[config.mk]
export PLATFORM = sky130hd
export DESIGN_NAME = io_input_conditioner
export DESIGN_NICKNAME = d
export VERILOG_FILES = /design/src/rtl/io_input_conditioner.sv
export SDC_FILE = /design/constraint.sdc
export NUM_CORES = 1
export LEC_CHECK = 0
export BUFFER_PORTS_ARGS = -buffer_cell sky130_fd_sc_hd__buf_2
export CORE_ASPECT_RATIO = 1.4
export CORE_UTILIZATION = 45
export DETAILED_ROUTE_END_ITERATION = 10
export GPL_ROUTABILITY_DRIVEN = 0
export PLACE_DENSITY_LB_ADDON = 0.12
export RECOVER_POWER = 25
export SLEW_MARGIN = 25
export SYNTH_ARGS = -nofsm -noshare
export SYNTH_HDL_FRONTEND = slang
export SYNTH_SLANG_ARGS = --single-unit
[constraint.sdc]
create_clock -name clk_clk -period 3.9 [get_ports clk_clk]
set_input_delay 0.585 -clock clk_clk [delete_from_list [all_inputs] [get_ports clk_clk]]
set_output_delay 0.585 -clock clk_clk [all_outputs]
set_load 0.02 [all_outputs]
[src/rtl/io_input_conditioner.sv]
// io_input_conditioner: sync+debounce keys/switches into pin-polarity levels (button_export/switch_export), press/release/change pulses and a clearable 8-bit press counter
module io_input_conditioner #(
  parameter int N_BUTTONS = 4,
  parameter int N_SWITCHES = 10,
  parameter int SYNC_STAGES = 2,
  parameter int DEBOUNCE_CYCLES = 1000000,
  parameter int BUTTON_ACTIVE_LOW = 1
) (
  input  logic                  clk_clk,
  input  logic                  reset_reset_n,
  input  logic [N_BUTTONS-1:0]  key_raw,
  input  logic [N_SWITCHES-1:0] sw_raw,
  output logic [N_BUTTONS-1:0]  button_export,
  output logic [N_SWITCHES-1:0] switch_export,
  output logic [N_BUTTONS-1:0]  button_press,
  output logic [N_BUTTONS-1:0]  button_release,
  output logic [N_SWITCHES-1:0] switch_change,
  input  logic                  press_count_clr,
  output logic [7:0]            press_count
);
  localparam int N = N_BUTTONS + N_SWITCHES;
  localparam int CW = $clog2(DEBOUNCE_CYCLES);
  localparam logic [N_BUTTONS-1:0] KEY_REL = (BUTTON_ACTIVE_LOW != 0) ? '1 : '0;
  localparam logic [N-1:0] RST_LVL = {{N_SWITCHES{1'b0}}, KEY_REL};
  localparam logic [CW-1:0] CNT_MAX = CW'(DEBOUNCE_CYCLES - 1);
  logic [SYNC_STAGES-1:0][N-1:0] sync_q;
  logic [N-1:0] sync, stable, flip;
  logic [N-1:0][CW-1:0] cnt, cnt_nxt;
  logic [N_BUTTONS-1:0] press_c, release_c;
  logic [7:0] press_inc;
  assign sync = sync_q[SYNC_STAGES-1];
  for (genvar b = 0; b < N; b++) begin : g_bit
    assign flip[b] = (sync[b] != stable[b]) && (cnt[b] == CNT_MAX);
    assign cnt_nxt[b] = (sync[b] != stable[b] && !flip[b]) ? cnt[b] + CW'(1) : '0;
  end
  assign press_c = flip[N_BUTTONS-1:0] & (sync[N_BUTTONS-1:0] ^ KEY_REL);
  assign release_c = flip[N_BUTTONS-1:0] & ~(sync[N_BUTTONS-1:0] ^ KEY_REL);
  always_comb begin
    press_inc = '0;
    for (int i = 0; i < N_BUTTONS; i++) press_inc = press_inc + 8'(press_c[i]);
  end
  always_ff @(posedge clk_clk or negedge reset_reset_n) begin
    if (!reset_reset_n) begin
      sync_q <= {SYNC_STAGES{RST_LVL}};
      stable <= RST_LVL;
      cnt <= '0;
      button_press <= '0;
      button_release <= '0;
      switch_change <= '0;
      press_count <= '0;
    end else begin
      sync_q <= {sync_q[SYNC_STAGES-2:0], {sw_raw, key_raw}};
      stable <= stable ^ flip;
      cnt <= cnt_nxt;
      button_press <= press_c;
      button_release <= release_c;
      switch_change <= flip[N-1:N_BUTTONS];
      press_count <= (press_count_clr ? 8'd0 : press_count) + press_inc;
    end
  end
  assign button_export = stable[N_BUTTONS-1:0];
  assign switch_export = stable[N-1:N_BUTTONS];
endmodule

==> results of run 1 <==
## placed cells by master (no fill, tap or decap), types with 2 or more instances in the layout
master / synthesis / layout
o31ai_1: 31 / 30
and4_1: 29 / 29
and2_1: 16 / 16
a31o_2: 8 / 8
or4b_1: 2 / 2
nand2b_1: 2 / 2
nor2_1: 214 / 214
nand3_1: 104 / 104
ha_1: 15 / 15
buf_2: 10 / 55
clkbuf_8: 0 / 8
and3_1: 20 / 20
o31ai_2: 9 / 9
nor3_1: 32 / 32
nand4b_1: 6 / 6
dfstp_2: 12 / 11
xnor2_1: 87 / 87
nand2_1: 82 / 82
xor2_1: 107 / 107
clkbuf_16: 0 / 39
inv_1: 54 / 54
fa_1: 3 / 3
nor2b_1: 4 / 4
a21oi_1: 78 / 78
nor4b_1: 10 / 10
buf_12: 0 / 3
clkbuf_1: 39 / 3
dfrtp_1: 336 / 336
o21ai_0: 43 / 43
bufinv_16: 0 / 6
or4_1: 45 / 45
clkinv_2: 0 / 7
nor3b_1: 8 / 8
nor4_1: 45 / 45
buf_4: 0 / 13
mux2_2: 14 / 14
or2_2: 11 / 11
clkinvlp_4: 0 / 4
or3_1: 48 / 48
nand4_1: 77 / 77
## metrics by stage
stage / hold slack [ns] / power (uW) / util [%] / std cells
5_1_grt: 0.1182 / 8114 / 51.71 / 2164
3_3_place_gp: 0.3331 / 4007 / 47.94 / 2096
2_1_floorplan: 0.2894 / 3875 / - / 1611
4_1_cts: 0.08763 / 7927 / 51.74 / 2164
6_report: 0.1456 / 7779 / 51.71 / 2164
3_5_place_dp: 0.3347 / 4011 / 47.97 / 2096
## worst max-delay path by stage
stage	start	end	slack [ns]
finish	cnt[20]	press_count[4]	0.36
global route	cnt[67]	press_count[6]	0.08
CTS	cnt[20]	press_count[4]	0.35
detailed placement	cnt[20]	press_count[6]	0.39
global placement	cnt[68]	press_count[4]	0.39
floorplan	cnt[20]	press_count[4]	0.73
## metal layers
layer / track usage, % / vias to the layer above
met4: 5.819 / 2
met3: 3.826 / 51
li1: - / 5861
met1: 22.67 / 5824
met2: 31.02 / 124
met5: 0 / -
## area by class of cell
class	instances	area [um2]	share of cell area, %
clock inverter	18	254.0	1.372
timing repair buffer	72	437.9	2.365
tap	462	578.1	3.122
clock buffer	50	1097	5.926
multi-input combinational	1160	7223	39.01
inverter	54	202.7	1.095
sequential	348	8723	47.11
## logic make-up after synthesis
kind of cell	share of synthesized area, %
compound gates	6.382
mux	0.9653
xor+xnor	10.40
flops	53.41
fa+ha+maj	1.517
simple gates	24.88
buf+inv	2.444
## worst register-to-register path: stages, from the launching register on
cell	delay (ns)
dfrtp_1	0.44
ha_1	0.26
and4_1	0.27
nand4_1	0.12
or2_2	0.35
nor3b_1	0.40
fa_1	0.49
inv_1	0.08
fa_1	0.20
inv_1	0.06
fa_1	0.43
nand3_1	0.13
xor2_1	0.15
nor2_1	0.05
## flip-flops by register name, summed over array words and instances, names as in the netlist, named ones only
| name | flops |
|---|---|
| sync_q | 14 |
| button_release | 4 |
| sync | 14 |
| cnt | 280 |
| switch_change | 10 |
| press_count | 8 |
| button_press | 4 |
## cell usage after synthesis, drive strengths merged (4+ instances only)
| library cell | instances | area, um2 |
|---|---|---|
| nor2 | 214 | 803.3 |
| ha | 15 | 187.7 |
| nand4b | 6 | 52.55 |
| a31o | 8 | 70.07 |
| o31ai | 40 | 345.3 |
| nor4 | 45 | 281.5 |
| or3 | 49 | 307.8 |
| nand3 | 104 | 520.5 |
| nand4 | 78 | 494.2 |
| and3 | 20 | 125.1 |
| xnor2 | 87 | 762.0 |
| xor2 | 107 | 937.2 |
| or2 | 11 | 68.82 |
| and4 | 29 | 254.0 |
| dfrtp | 336 | 8408 |
| nor3 | 32 | 160.2 |
| nor2b | 4 | 25.02 |
| dfstp | 12 | 315.3 |
| nor3b | 8 | 60.06 |
| nand2 | 82 | 307.8 |
| a21oi | 78 | 390.4 |
| nor4b | 10 | 87.58 |
| mux2 | 14 | 157.7 |
| or4 | 45 | 337.8 |
| buf | 10 | 50.05 |
| o21ai | 44 | 220.2 |
| clkbuf | 39 | 146.4 |
| inv | 54 | 202.7 |
| and2 | 17 | 106.4 |
## where the power goes
group / internal, uW / leakage (uW) / switching (uW)
sequential: 3660 / 0.00474 / 48.0
combinational: 65.9 / 0.00225 / 158
clock: 2380 / 0.000659 / 1460
total: 6110 / 0.00765 / 1670
==> run summary, run 1 <==
status - finished with violations
violations in the final reports - max-capacitance violations, max-slew violations
layout cells sized above 1 - 11.46%
drt initial violations - 590
yosys warns - 0
CTS HTree Levels - 2
num rows - 82
fin crit share - 90.75%
DP Worst Slack - 0.3854 ns
HP Start - key_raw[3]
met2 WL post-DR - 15.71 mm
Final nets - 1708
area grow syn2layout - 13.38%
IO Pins - 57
clk_skew - 0.01501 ns
Max clock buf depth - 3
Post-CTS Repair Setup Buffers - 0
Final Critical Period - 3.539 ns
ys async rst share - 100.0%
Max-cap violations - 1
number of synthesized flops with an enable pin - 0
final number of max-transition violations - 90
TritonCTS clock tree - yes
leakage power - 0.007646 uW
PostCTS Resize Cnt - 0
Setup TNS Final - 0 ns
Finished Cell Area - 18520 um2
first-pass GRT wire length - 56.02 mm
R2R cell count - 13
CP Class - flop to flop
PortBufs - 56
critical path depth - 13
R2R Path Start - cnt[20]
Critical Path Start Type - flop
Top Family by Delay on Critical Path - adder cells
slew at the pin closest to its max-slew limit - 2.472 ns
largest net degree at the start of global routing - 93
# setup viols final - 0
CP Data Arrival Time - 3.95 ns
CTS buffer count - 37
hold crit path type - input port to flop
final-layout fill cell count - 3268
GR Overflow Total - 0
Hold Vio Cnt, Final - 0
CP peak stage delay - 0.49 ns
achievable frequency - 282.5 MHz
R2R Setup Slk - 0.36 ns
Via Count - 11860
Min-Delay Path Depth - 1
Seq cells post-synth - 348
RSZ-0062 raised after global routing - no
Min-Delay Endpoint - sync_q[3]
Mapped Cells - 1611
initial antenna violation count - 1
residual DRC count - 0
register area share after synthesis - 53.41%
Critical Path Slowest Stage Cell - fa_1
Crit path required time - 4.31 ns
Syn Nets - 1646
Die Ht - 227.4 um
Worst R2R End - press_count[4]
Core Area - 35810 um2
vias in the first global route - 11820
Clock Sinks - 348
Crit. End Element - flop
HPWL after DPL - 21.47 mm
Die ar. - 37070 um2
Synth cell types - 43
Reg clk slew, reported paths - 0.07 ns
Post-CTS Hold Buffers - 0
relative slew slack - -64.80%
WL met1 - 14.43 mm
routed wire length - 32.10 mm
buffers and inverters on the worst path - 2
most common flop cell mapped by yosys - dfrtp_1
total global-route track usage - 18.09%
First-pass DRT Iterations - 4
Post-Syn Area - 16330 um2
Crit Path Max Fanout - 6
Die Wd - 163.0 um
Diodes inserted - 0
power per standard cell area - 420.1 nW/um2
cell mode on critical path - fa_1
Initial Util - 45.61%
antenna violation net count after detailed routing - 0
DR vias/cell - 5.482
Final WS setup - 0.3607 ns
cell chain of the critical path - ha_1 > and4_1 > nand4_1 > or2_2 > nor3b_1 > fa_1 > inv_1 > fa_1 > inv_1 > fa_1 > nand3_1 > xor2_1 > nor2_1
clock root buffer - clkbuf_16
drt wl/cell - 14.83 um
Clk Latency, worst-skew pair - 0.53 ns
peak supply drop - 0.3555 mV
instance area after placement - 17180 um2
highest layer used for signal routing - met5
wire length on met3 - 1.308 mm
Avg Inst Size Synth - 10.14 um2
(Power assumes the default switching activity.)
==> run 2: changes to the inputs <==
Clock period 3.9 ns to 3.3 ns, I/O delays scaled along.
==> run summary, run 2 (same netlist as run 1, synthesis figures left out) <==
Core Util, Final - 52.47%
HPWL after DPL - 22.23 mm
R2R cell count - 13
residual DRC count - 0
status - finished with violations
Via Count - 12040
CP Data Arrival Time - 3.52 ns
CTS buffer count - 38
final number of max-transition violations - 87
most frequent cells in the layout - 336 x dfrtp_1, 214 x nor2_1, 107 x xor2_1, 104 x nand3_1, 87 x xnor2_1
relative slew slack - -60.46%
DP Worst Slack - 0.05026 ns
R2R Path Start - cnt[67]
hold crit path type - input port to flop
max reg flops - 280
vias in the first global route - 12110
Final WS setup - 0.1929 ns
Diodes inserted - 0
Post-CTS Hold Buffers - 0
leakage power - 0.007836 uW
PortBufs - 56
worst hold slack - 0.06289 ns
HP Start - key_raw[0]
Clock Sinks - 348
commonest non-fill, non-tap cell in the layout - dfrtp_1
Clk Latency, worst-skew pair - 0.53 ns
Hold Vio Cnt, Final - 0
IO Pins - 57
power per standard cell area - 469.5 nW/um2
achievable frequency - 321.8 MHz
area grow syn2layout - 15.04%
Crit Path Max Fanout - 3
Critical Path Start Type - flop
Crit path required time - 3.71 ns
clk_skew - 0.01163 ns
num rows - 82
Die Wd - 163.0 um
fin crit share - 94.16%
Max-cap violations - 1
slew at the pin closest to its max-slew limit - 2.407 ns
first-pass GRT wire length - 56.91 mm
violations in the final reports - max-capacitance violations, max-slew violations
initial antenna violation count - 0
Worst R2R End - press_count[4]
Crit. End Element - flop
Core Area - 35810 um2
antenna violation net count after detailed routing - 0
layout cells sized above 1 - 13.68%
DR vias/cell - 5.449
most flop-heavy register - cnt
First-pass DRT Iterations - 5
Die ar. - 37070 um2
peak supply drop - 0.4265 mV
routed wire length - 32.87 mm
drt wl/cell - 14.88 um
Reg clk slew, reported paths - 0.05 ns
CTS HTree Levels - 2
drt initial violations - 554
Finished Cell Area - 18790 um2
Initial Util - 45.61%
instance area after placement - 17490 um2
Min-Delay Endpoint - sync_q[0]
# setup viols final - 0
final-layout fill cell count - 3210
Max clock buf depth - 3
TritonCTS clock tree - yes
CP Class - flop to flop
Min-Delay Path Depth - 1
total global-route track usage - 18.54%
R2R Setup Slk - 0.19 ns
Final Critical Period - 3.107 ns
clock root buffer - clkbuf_16
GR Overflow Total - 0
largest net degree at the start of global routing - 91
Die Ht - 227.4 um
Final nets - 1753
[run 2: changes by cell type in the layout (fill, tap and decap cells not counted), sizes merged]
cell and change:
buf +43, bufinv -5, clkbuf +12, clkinv -1, clkinvlp -3, inv -1
[run 2: routing by layer]
metal | routed length, um | track usage [%] | vias to the layer above
met2 | 16820 | 33.12 | 131
met4 | 582 | 5.758 | 0
li1 | - | - | 5940
met3 | 1157 | 3.516 | 42
met5 | 0 | 0 | -
met1 | 14310 | 22.41 | 5923
[run 2: stage by stage]
| step | total power (uW) | TNS, ns | instances |
|---|---|---|---|
| after global routing | 9192 | -0.02314 | 2209 |
| final | 8821 | 0 | 2209 |
| after global placement | 4750 | 0 | 2138 |
| after detailed placement | 4754 | 0 | 2138 |
| after CTS | 8990 | 0 | 2207 |
| after floorplan | 4580 | 0 | 1611 |
[run 2: power breakdown]
part           switching, uW  total [uW]  internal [uW]
Clock                   1670        4150           2490
Sequential              51.5        4380           4330
Combinational            194         283           89.4
Total                   1910        8820           6910
[run 2: cell type report]
cell class | count | area (um2) | share of cell area [%]
clock inverters | 8 | 67.56 | 0.3596
inverters | 54 | 202.7 | 1.079
flip-flops and latches | 348 | 8723 | 46.43
repair buffers | 116 | 779.5 | 4.149
clock buffers | 61 | 1161 | 6.180
well taps | 462 | 578.1 | 3.077
multi-input cells | 1160 | 7276 | 38.73
[run 2: timing repair]
item                                    4_1_cts  5_1_grt
endpoints found under the setup margin        0        3
hold endpoints to repair                      0        0
buffers inserted                              0        2
gates resized for setup                       0       12
[run 2: worst max-delay path by stage]
stage | startpoint | slack, ns | endpoint
after floorplan | cnt[20] | 0.13 | press_count[4]
after global placement | cnt[7] | 0.05 | press_count[4]
after detailed placement | cnt[7] | 0.05 | press_count[4]
after CTS | cnt[27] | 0.04 | press_count[4]
after global routing | cnt[67] | -0.02 | press_count[6]
final | cnt[67] | 0.19 | press_count[4]
[run 2: critical path: stages, from the launching register on]
cell     delay, ns
dfrtp_1       0.41
nor4_4        0.31
nand2_1       0.12
or3_1         0.39
nor3b_1       0.21
buf_4         0.15
fa_1          0.41
inv_1         0.09
fa_1          0.18
inv_1         0.05
fa_2          0.36
nand3_1       0.11
xor2_1        0.15
nor2_1        0.05
